**config.mk**
```make
export PLATFORM = sky130hd
export DESIGN_NAME = clock_divider_multi
export DESIGN_NICKNAME = d
export VERILOG_FILES = /design/src/rtl/clock_divider_multi.sv
export SDC_FILE = /design/constraint.sdc
export NUM_CORES = 1
export LEC_CHECK = 0
export BUFFER_PORTS_ARGS = -buffer_cell sky130_fd_sc_hd__buf_2
export CAP_MARGIN = 20
export CORE_MARGIN = 3
export CORE_UTILIZATION = 57
export DETAILED_ROUTE_END_ITERATION = 7
export GPL_ROUTABILITY_DRIVEN = 0
export GPL_TIMING_DRIVEN = 0
export PLACE_DENSITY = 0.75
export SYNTH_ARGS = -nofsm -noshare
export SYNTH_HDL_FRONTEND = slang
export SYNTH_SLANG_ARGS = --single-unit
```
**constraint.sdc**
```tcl
create_clock -name clk_in -period 2.7 [get_ports clk_in]
set_clock_uncertainty 0.1 [all_clocks]
set_input_delay 0.405 -clock clk_in [delete_from_list [all_inputs] [get_ports clk_in]]
set_output_delay 0.405 -clock clk_in [all_outputs]
set_load 0.02 [all_outputs]
```
**src/rtl/clock_divider_multi.sv**
```systemverilog
// Multi-channel programmable clock divider with glitch-free divisor reload.
// Define CLOCK_DIVIDER_SYNC_EN to add the sync_in phase-realign input.
module clock_divider_multi #(
  parameter int NUM_CH      = 4,
  parameter int CNT_W       = 25,
  parameter int DEFAULT_DIV = 12500000,
  localparam int CH_W = (NUM_CH > 1) ? $clog2(NUM_CH) : 1
) (
  input  logic              clk_in,
  input  logic              reset,
  input  logic [NUM_CH-1:0] en,
  input  logic              wr_en,
  input  logic [CH_W-1:0]   wr_ch,
  input  logic [CNT_W-1:0]  wr_div,
`ifdef CLOCK_DIVIDER_SYNC_EN
  input  logic              sync_in,
`endif
  output logic [NUM_CH-1:0] clk_out,
  output logic [NUM_CH-1:0] tick
);

  localparam logic [CNT_W-1:0] DIV_RST = CNT_W'(DEFAULT_DIV);

  logic [CNT_W-1:0]  cnt_q    [NUM_CH];
  logic [CNT_W-1:0]  cnt_d    [NUM_CH];
  logic [CNT_W-1:0]  shadow_q [NUM_CH];
  logic [CNT_W-1:0]  shadow_d [NUM_CH];
  logic [CNT_W-1:0]  active_q [NUM_CH];
  logic [CNT_W-1:0]  active_d [NUM_CH];
  logic [NUM_CH-1:0] clk_q;
  logic [NUM_CH-1:0] clk_d;
  logic [NUM_CH-1:0] tick_q;
  logic [NUM_CH-1:0] tick_d;
  logic              sync_w;

`ifdef CLOCK_DIVIDER_SYNC_EN
  assign sync_w = sync_in;
`else
  assign sync_w = 1'b0;
`endif

  always_comb begin
    for (int c = 0; c < NUM_CH; c++) begin
      cnt_d[c]    = cnt_q[c] + CNT_W'(1);
      clk_d[c]    = clk_q[c];
      tick_d[c]   = 1'b0;
      active_d[c] = active_q[c];
      shadow_d[c] = shadow_q[c];
      // hold/realign beats terminal count; both reload from shadow
      if (!en[c] || sync_w) begin
        cnt_d[c]    = '0;
        clk_d[c]    = 1'b0;
        active_d[c] = shadow_q[c];
      end else if (cnt_q[c] >= active_q[c]) begin
        cnt_d[c]    = '0;
        clk_d[c]    = ~clk_q[c];
        tick_d[c]   = 1'b1;
        active_d[c] = shadow_q[c];
      end
      if (wr_en && (wr_ch == CH_W'(c))) begin
        shadow_d[c] = wr_div;
      end
    end
  end

  always_ff @(posedge clk_in or negedge reset) begin
    if (!reset) begin
      for (int c = 0; c < NUM_CH; c++) begin
        cnt_q[c]    <= '0;
        shadow_q[c] <= DIV_RST;
        active_q[c] <= DIV_RST;
      end
      clk_q  <= '0;
      tick_q <= '0;
    end else begin
      for (int c = 0; c < NUM_CH; c++) begin
        cnt_q[c]    <= cnt_d[c];
        shadow_q[c] <= shadow_d[c];
        active_q[c] <= active_d[c];
      end
      clk_q  <= clk_d;
      tick_q <= tick_d;
    end
  end

  assign clk_out = clk_q;
  assign tick    = tick_q;

endmodule

```
==> impl_metrics.py, run 1 <==
metrics = {
    "outcome": {
        "outcome": "finished, violations left",
        "violations": "setup timing",
    },
    "cells_and_area": {
        "finalCoreUtilization": 0.678,
        "fillers": 1852,
        "num_antenna_cells": 0,
        "final_common_cell": "dfrtp_1",
        "mostFrequentLayoutCells": "209 x dfrtp_1, 152 x mux2_2, 108 x inv_1",
        "drive_gt1_frac": 0.353,
        "postLayoutCellArea_um2": 17700,
        "syn2layout_area_growth_pct": 16.7,
        "nNetsFinal": 1511,
    },
    "setup_path": {
        "end_kind": "flop",
        "crit_top_cell": "a21o_1",
        "startpoint_type": "flop",
        "cp_slowest_cell": "dfstp_2",
        "crit_required_ns": 3.08,
        "crit_type": "reg -> reg",
        "crit_path_cell_trace": "inv_1 > ha_1 > a21o_1 > a21o_1 > a21oi_1 > o31ai_4 > nor3_4 > buf_4 > mux2_4",
        "crit_arrival_ns": 3.09,
        "crit_path_max_fanout": 7,
        "critical_path.max_stage_delay_ns": 0.53,
    },
    "routing": {
        "wl_um": 31100,
        "vias_per_cell": 5.53,
        "wl_per_cell_um": 18.0,
        "drt_iter0_markers": 498,
        "ant_nets": 0,
        "vias": 9574,
        "first_pass_iters": 4,
        "drc": 0,
    },
    "clock_network": {
        "h-tree-depth": 1,
        "ctsLongestPathBuffers": 3,
        "clk_pin_slew_ns": 0.06,
        "cts_tree": "done",
        "cts_num_sinks": 308,
        "cts-buffers-inserted": 31,
        "insertion_delay_ns": 0.55,
        "clockRootBuffer": "clkbuf_16",
    },
    "logic_synthesis": {
        "syn-cell-area_um2": 15100,
        "syn_nets": 1407,
        "ys_seq_area_frac": 0.517,
        "async_flop_share": 1.00,
        "yosysWarnings": 0,
        "synth_edf_count": 0,
        "synth_seq_cells": 308,
        "yosysUniqueCellTypes": 53,
        "ys.flop_type": "dfrtp_1",
        "synth_cells": 1269,
        "synth_area_per_cell_um2": 11.9,
    },
    "timing": {
        "drv_slew": 0,
        "rsz0062_at_grt": "true",
        "tightest_slew_ns": 0.678,
        "maxSlewHeadroom": 0.544,
        "finalSetupViolations": 10,
        "timing.final.ws_setup_ns": -0.0110,
        "clock.fmax_ghz": 0.369,
        "hold_violations": 0,
        "period_share": 1.00,
        "fin_crit_ns": 2.71,
    },
    "pwr": {
        "p_total_w": 0.0122,
        "irDropWorstVdd_uv": 561,
        "p_leak_nw": 8.29,
        "power_per_cell_area_nw_per_um2": 690,
    },
    "die": {
        "core_area_um2": 26100,
        "die_y_um": 169,
        "start_util": 0.581,
        "die_w_um": 169,
        "die_area_um2": 28600,
        "ios": 42,
        "core.rowCount": 59,
    },
    "place": {
        "placed_area_um2": 15900,
        "dpl.hpwl_um": 20800,
        "placement.io_buffers": 41,
    },
    "global_routing": {
        "grt_pass1_wl_um": 50000,
        "grt_max_degree": 126,
        "grt_antenna_before_repair": 0,
        "overflow": 0,
        "grtUsageTotal": 0.214,
        "grt_pass1_vias": 9875,
    },
    "job": {
        "maxCapViolCount": 0,
    },
    "hold_path": {
        "hp-class": "in -> reg",
    },
}
==> worst paths after layout <==
kind | from | endpoint | slack (ns) | depth (start not counted)
min in group asynchronous | reset | cnt_q[59] | 0.34 | 2
hold / removal | en[1] | clk_out[1] | 0.03 | 3
hold reg to reg | shadow_q[53] | shadow_q[53] | 0.40 | 1
max in group asynchronous | reset | cnt_q[89] | 1.16 | 3
setup / recovery | active_q[21] | active_q[17] | -0.01 | 9
setup reg to reg | active_q[21] | active_q[17] | -0.01 | 9
==> stage by stage <==
step	setup WS (ns)	std cells	setup TNS [ns]	hold slack (ns)
after global placement	-4.48	1645	-1220.92	0.367
after floorplan	0.0179	1269	0	0.00941
final	-0.0110	1732	-0.0443	0.0308
after detailed placement	-0.352	1648	-36.54	0.332
after global routing	-0.145	1732	-7.60	0.0409
after CTS	-0.0186	1720	-0.137	0.00387
==> kinds of logic (layout without fill, tap and decap cells) <==
logic type / Yosys count / in the layout / synth area share
fa+ha+maj: 104 / 104 / 0.0859
buf+inv: 144 / 272 / 0.0375
mux: 202 / 202 / 0.155
xor+xnor: 92 / 92 / 0.0532
simple gates: 331 / 331 / 0.113
flops: 308 / 308 / 0.517
compound gates: 88 / 88 / 0.0375
==> power breakdown <==
part	total, W	internal [W]	switching, W
Sequential	0.00589	0.00550	0.000393
Combinational	0.00183	0.000993	0.000842
Clock	0.00447	0.00267	0.00180
Total	0.0122	0.00916	0.00303
==> routing by layer <==
layer	global-route usage	share of wire	vias to the layer above	wire length, um
li1	-	-	4594	-
met1	0.296	0.45	4804	14000
met2	0.358	0.49	120	15300
met3	0.0264	0.030	56	924
met4	0.0639	0.030	0	934
met5	0	0	-	0
==> cell type report <==
cell class / count / area, um^2 / area share
multi-input cells: 817 / 7140 / 0.404
plain buffers: 32 / 251 / 0.0142
well taps: 335 / 419 / 0.0237
inverters: 112 / 420 / 0.0238
flip-flops and latches: 308 / 7830 / 0.443
clock buffers: 39 / 876 / 0.0496
repair buffers: 71 / 529 / 0.0299
clock inverters: 18 / 204 / 0.0115
==> registers in the layout, indices dropped and copies added (netlist names) <==
register and flops:
cnt_q 100, active_q 100, shadow_q 100, clk_out 4
tick 4
==> cells in the mapped netlist, types with 11 or more instances <==
| cell | n | share of area |
|---|---|---|
| and4_1 | 11 | 0.0064 |
| mux2_4 | 22 | 0.022 |
| dfstp_2 | 96 | 0.17 |
| mux2_2 | 170 | 0.13 |
| a21oi_1 | 30 | 0.0099 |
| inv_1 | 112 | 0.028 |
| nor2_1 | 80 | 0.020 |
| xor2_1 | 61 | 0.035 |
| and3_1 | 19 | 0.0078 |
| nor4_1 | 20 | 0.0083 |
| nand4_1 | 28 | 0.012 |
| and2_1 | 30 | 0.012 |
| ha_1 | 104 | 0.086 |
| dfrtp_1 | 212 | 0.35 |
| xnor2_1 | 31 | 0.018 |
| nand2_1 | 55 | 0.014 |
| nand3_1 | 42 | 0.014 |
| o21ai_0 | 18 | 0.0059 |
| nor2b_1 | 12 | 0.0050 |
| clkbuf_1 | 16 | 0.0040 |
| nor3_1 | 12 | 0.0040 |
==> worst max-delay path: cells and delay by family (launching register included) <==
kind                     cells  cell delay, ns
AO/OA/AOI/OAI                4            0.79
adder cells (fa/ha/maj)      1            0.17
buffers and inverters        2            0.30
flip-flops                   1            0.53
multiplexers                 1            0.30
AND/OR/NAND/NOR              1            0.44
==> repair_timing <==
action	in CTS	in global routing
endpoints found under the hold margin	65	0
pin swaps	13	15
gates cloned	0	4
buffers inserted	13	8
setup endpoints to repair	180	178
resized for setup	45	82
hold buffers	2	0
Note: power is estimated with default switching activity, not from simulation.
==> run 2, diff against run 1 <==
--- a/config.mk
+++ b/config.mk
@@ -5,6 +5,7 @@
 export SDC_FILE = /design/constraint.sdc
 export NUM_CORES = 1
 export LEC_CHECK = 0
+export ABC_AREA = 1
 export BUFFER_PORTS_ARGS = -buffer_cell sky130_fd_sc_hd__buf_2
 export CAP_MARGIN = 20
 export CORE_MARGIN = 3
@@ -13,6 +14,7 @@
 export GPL_ROUTABILITY_DRIVEN = 0
 export GPL_TIMING_DRIVEN = 0
 export PLACE_DENSITY = 0.75
+export SLEW_MARGIN = 5
 export SYNTH_ARGS = -nofsm -noshare
 export SYNTH_HDL_FRONTEND = slang
 export SYNTH_SLANG_ARGS = --single-unit
==> run 2 against run 1 <==
Effect of this change: the run now ends clean; maximum frequency is 13% higher; non-clock buffer count is 11 higher; flip-flop and latch count stayed put; final cell count is 41% higher; via count is 40% higher; global-route usage is 4.6 points higher; sequential share of layout area is 1.4 points lower; combinational power is 17% lower; die area is 7.5% higher; synthesized cell count is 55% higher; utilization is 2.6 points lower; highest routed layer unchanged.
==> impl_metrics.py, run 2 <==
metrics = {
    "outcome": {
        "outcome": "complete, no violations",
    },
    "cells_and_area": {
        "syn2layout_area_growth_pct": 11.9,
        "finalCoreUtilization": 0.652,
        "nNetsFinal": 2183,
        "postLayoutCellArea_um2": 18300,
        "mostFrequentLayoutCells": "545 x nand2_1, 235 x inv_1, 212 x dfrtp_1",
        "drive_gt1_frac": 0.123,
        "top_regs": "active_q: 100 flops, cnt_q: 100 flops, shadow_q: 100 flops",
        "final_common_cell": "nand2_1",
        "num_antenna_cells": 0,
    },
    "routing": {
        "drt_iter0_markers": 1282,
        "wl_um": 39100,
        "vias": 13400,
        "ant_nets": 0,
        "first_pass_iters": 6,
        "drc": 0,
        "wl_per_cell_um": 16.0,
        "vias_per_cell": 5.46,
    },
    "place": {
        "dpl.hpwl_um": 28600,
        "placement.io_buffers": 38,
        "placed_area_um2": 17100,
    },
    "die": {
        "die_y_um": 175,
        "core_area_um2": 28000,
        "core.rowCount": 61,
        "start_util": 0.583,
        "die_area_um2": 30700,
        "ios": 42,
        "die_w_um": 175,
    },
    "setup_path": {
        "crit_required_ns": 3.00,
        "critical-path-top-delay-family": "simple AND/OR/NAND/NOR gates",
        "cp_num_buf_inv": 3,
        "crit_type": "reg -> reg",
        "reg2reg_slack_ns": 0.30,
        "crit_path_cell_trace": "inv_1 > ha_1 > nand2_1 > nor2_1 > nand3_1 > nor3_1 > nand2_1 > buf_2 > buf_4 > a21oi_1",
        "end_kind": "flop",
        "r2r_end": "tick[0]",
        "crit_top_cell": "nand2_1",
        "crit_arrival_ns": 2.70,
        "critical_path.max_stage_delay_ns": 0.54,
        "r2r-start": "active_q[95]",
        "r2r_cells": 10,
        "cp_slowest_cell": "dfstp_2",
        "startpoint_type": "flop",
        "crit_path_max_fanout": 10,
    },
    "logic_synthesis": {
        "synth_seq_cells": 308,
        "synth_cells": 1967,
        "syn-cell-area_um2": 16300,
        "async_flop_share": 1.00,
        "ys_seq_area_frac": 0.480,
        "syn_nets": 2105,
        "yosysWarnings": 0,
        "synth_largest_area_cell": "dfrtp_1",
        "synth.most_common_cell": "nand2_1",
        "synth_common_cells": "545 x nand2_1, 235 x inv_1, 212 x dfrtp_1, 206 x nor2_1, 140 x nand4_1",
        "synth_edf_count": 0,
        "yosysUniqueCellTypes": 34,
        "synth.area.top_cells": "dfrtp_1 33%, dfstp_2 15%, nand2_1 13%",
        "synth.top_cell.area_share": 0.325,
        "synth_area_per_cell_um2": 8.30,
        "ys.flop_type": "dfrtp_1",
    },
    "timing": {
        "period_share": 0.889,
        "drv_slew": 0,
        "hold_violations": 0,
        "fin_crit_ns": 2.40,
        "clock.fmax_ghz": 0.416,
        "tightest_slew_ns": 0.655,
        "maxSlewHeadroom": 0.563,
        "rsz0062_at_grt": "false",
        "finalSetupViolations": 0,
    },
    "global_routing": {
        "grt_pass1_wl_um": 65500,
        "met2_usage": 0.419,
        "grt_max_degree": 124,
        "busiest_layer": "met2",
        "grt_antenna_before_repair": 0,
        "grt_pass1_vias": 13300,
        "overflow": 0,
        "grtUsageTotal": 0.260,
        "gr-usage-met3": 0.0346,
        "grt_util_met1": 0.370,
    },
    "clock_network": {
        "cts_tree": "done",
        "post_cts_buffers": 0,
        "post_cts_resize_count": 0,
        "ctsHoldBuffers": 1,
        "h-tree-depth": 2,
        "clk_pin_slew_ns": 0.06,
        "ctsLongestPathBuffers": 3,
        "clockRootBuffer": "clkbuf_16",
        "cts_num_sinks": 308,
        "cts-buffers-inserted": 34,
        "insertion_delay_ns": 0.52,
    },
    "hold_path": {
        "holdPathStages": 3,
        "hold_path_end": "shadow_q[79]",
        "hp-start": "wr_div[4]",
        "hp-class": "in -> reg",
    },
    "pwr": {
        "p_leak_nw": 8.92,
        "power_per_cell_area_nw_per_um2": 656,
        "irDropWorstVdd_uv": 570,
    },
    "job": {
        "maxCapViolCount": 0,
    },
}
run 2: cell types whose count changed after synthesis, moves of 12 or more:
cell	previous run	this run
nand2_1	55	545
mux2_2	170	0
nor2_1	80	206
inv_1	112	235
nand4_1	28	140
o21ai_0	18	107
and2_1	30	0
mux2_4	22	0
nor3_1	12	33
nor4_1	20	0
and3_1	19	0
buf_2	10	29
xor2_1	61	46
nor2b_1	12	0
run 2: worst max-delay path by stage:
stage | cells past startpoint | end | startpoint | slack, ns
floorplan | 13 | active_q[72] | active_q[70] | 0.71
CTS | 12 | tick[3] | active_q[20] | 0.35
detailed placement | 13 | active_q[66] | active_q[70] | 0.37
finish | 10 | tick[0] | active_q[95] | 0.30
global placement | 1 | cnt_q[6] | reset | -4.49
global route | 12 | tick[3] | active_q[20] | 0.13
run 2: cells by family after synthesis:
family                     Yosys count  share of synthesized area
adders and majority gates          104                     0.0797
xor gates and xnor gates            80                     0.0429
and+or+nand+nor                   1003                      0.267
DFF                                308                      0.480
buffers and inverters              307                     0.0774
AOI/OAI and AO/OA                  165                     0.0533
run 2: per-layer routing:
layer / vias up / share of wire / wire (um)
li1: 6505 / - / -
met4: 0 / 0.028 / 1100
met1: 6404 / 0.45 / 17600
met2: 369 / 0.46 / 18100
met5: - / 0 / 0
met3: 96 / 0.057 / 2210
run 2: cell type report:
type | instances | area, um^2
inverter | 235 | 882
sequential | 308 | 7830
fill | 2377 | 9750
tap | 378 | 473
clock buffer | 53 | 1030
timing repair buffer | 42 | 293
clock inverter | 9 | 139
multi-input combinational | 1352 | 7230
buffer | 72 | 382
run 2: worst reg2reg max path, stage by stage (launching register included):
cell and delay, ns:
dfstp_2 0.54, inv_1 0.05, ha_1 0.28, nand2_1 0.07, nor2_1 0.20, nand3_1 0.10, nor3_1 0.17, nand2_1 0.10
buf_2 0.20, buf_4 0.19, a21oi_1 0.28
run 2: metrics by stage:
step	cells	worst slack [ns]	hold slack [ns]	TNS (ns)	total power, W
global route	2449	0.132	0.167	0	0.0126
CTS	2449	0.351	0.160	0	0.0121
detailed placement	2386	0.366	0.102	0	0.00720
floorplan	1967	0.712	0.00941	0	0.00663
global placement	2383	-4.49	0.350	-1189.65	0.00709
finish	2449	0.298	0.164	0	0.0120
run 2: power by group:
group          leakage (nW)  switching (W)  internal, W
Combinational          4.54       0.000973     0.000539
Sequential             3.81       0.000324      0.00529
Clock                 0.579        0.00191      0.00294
Total                  8.92        0.00321      0.00877
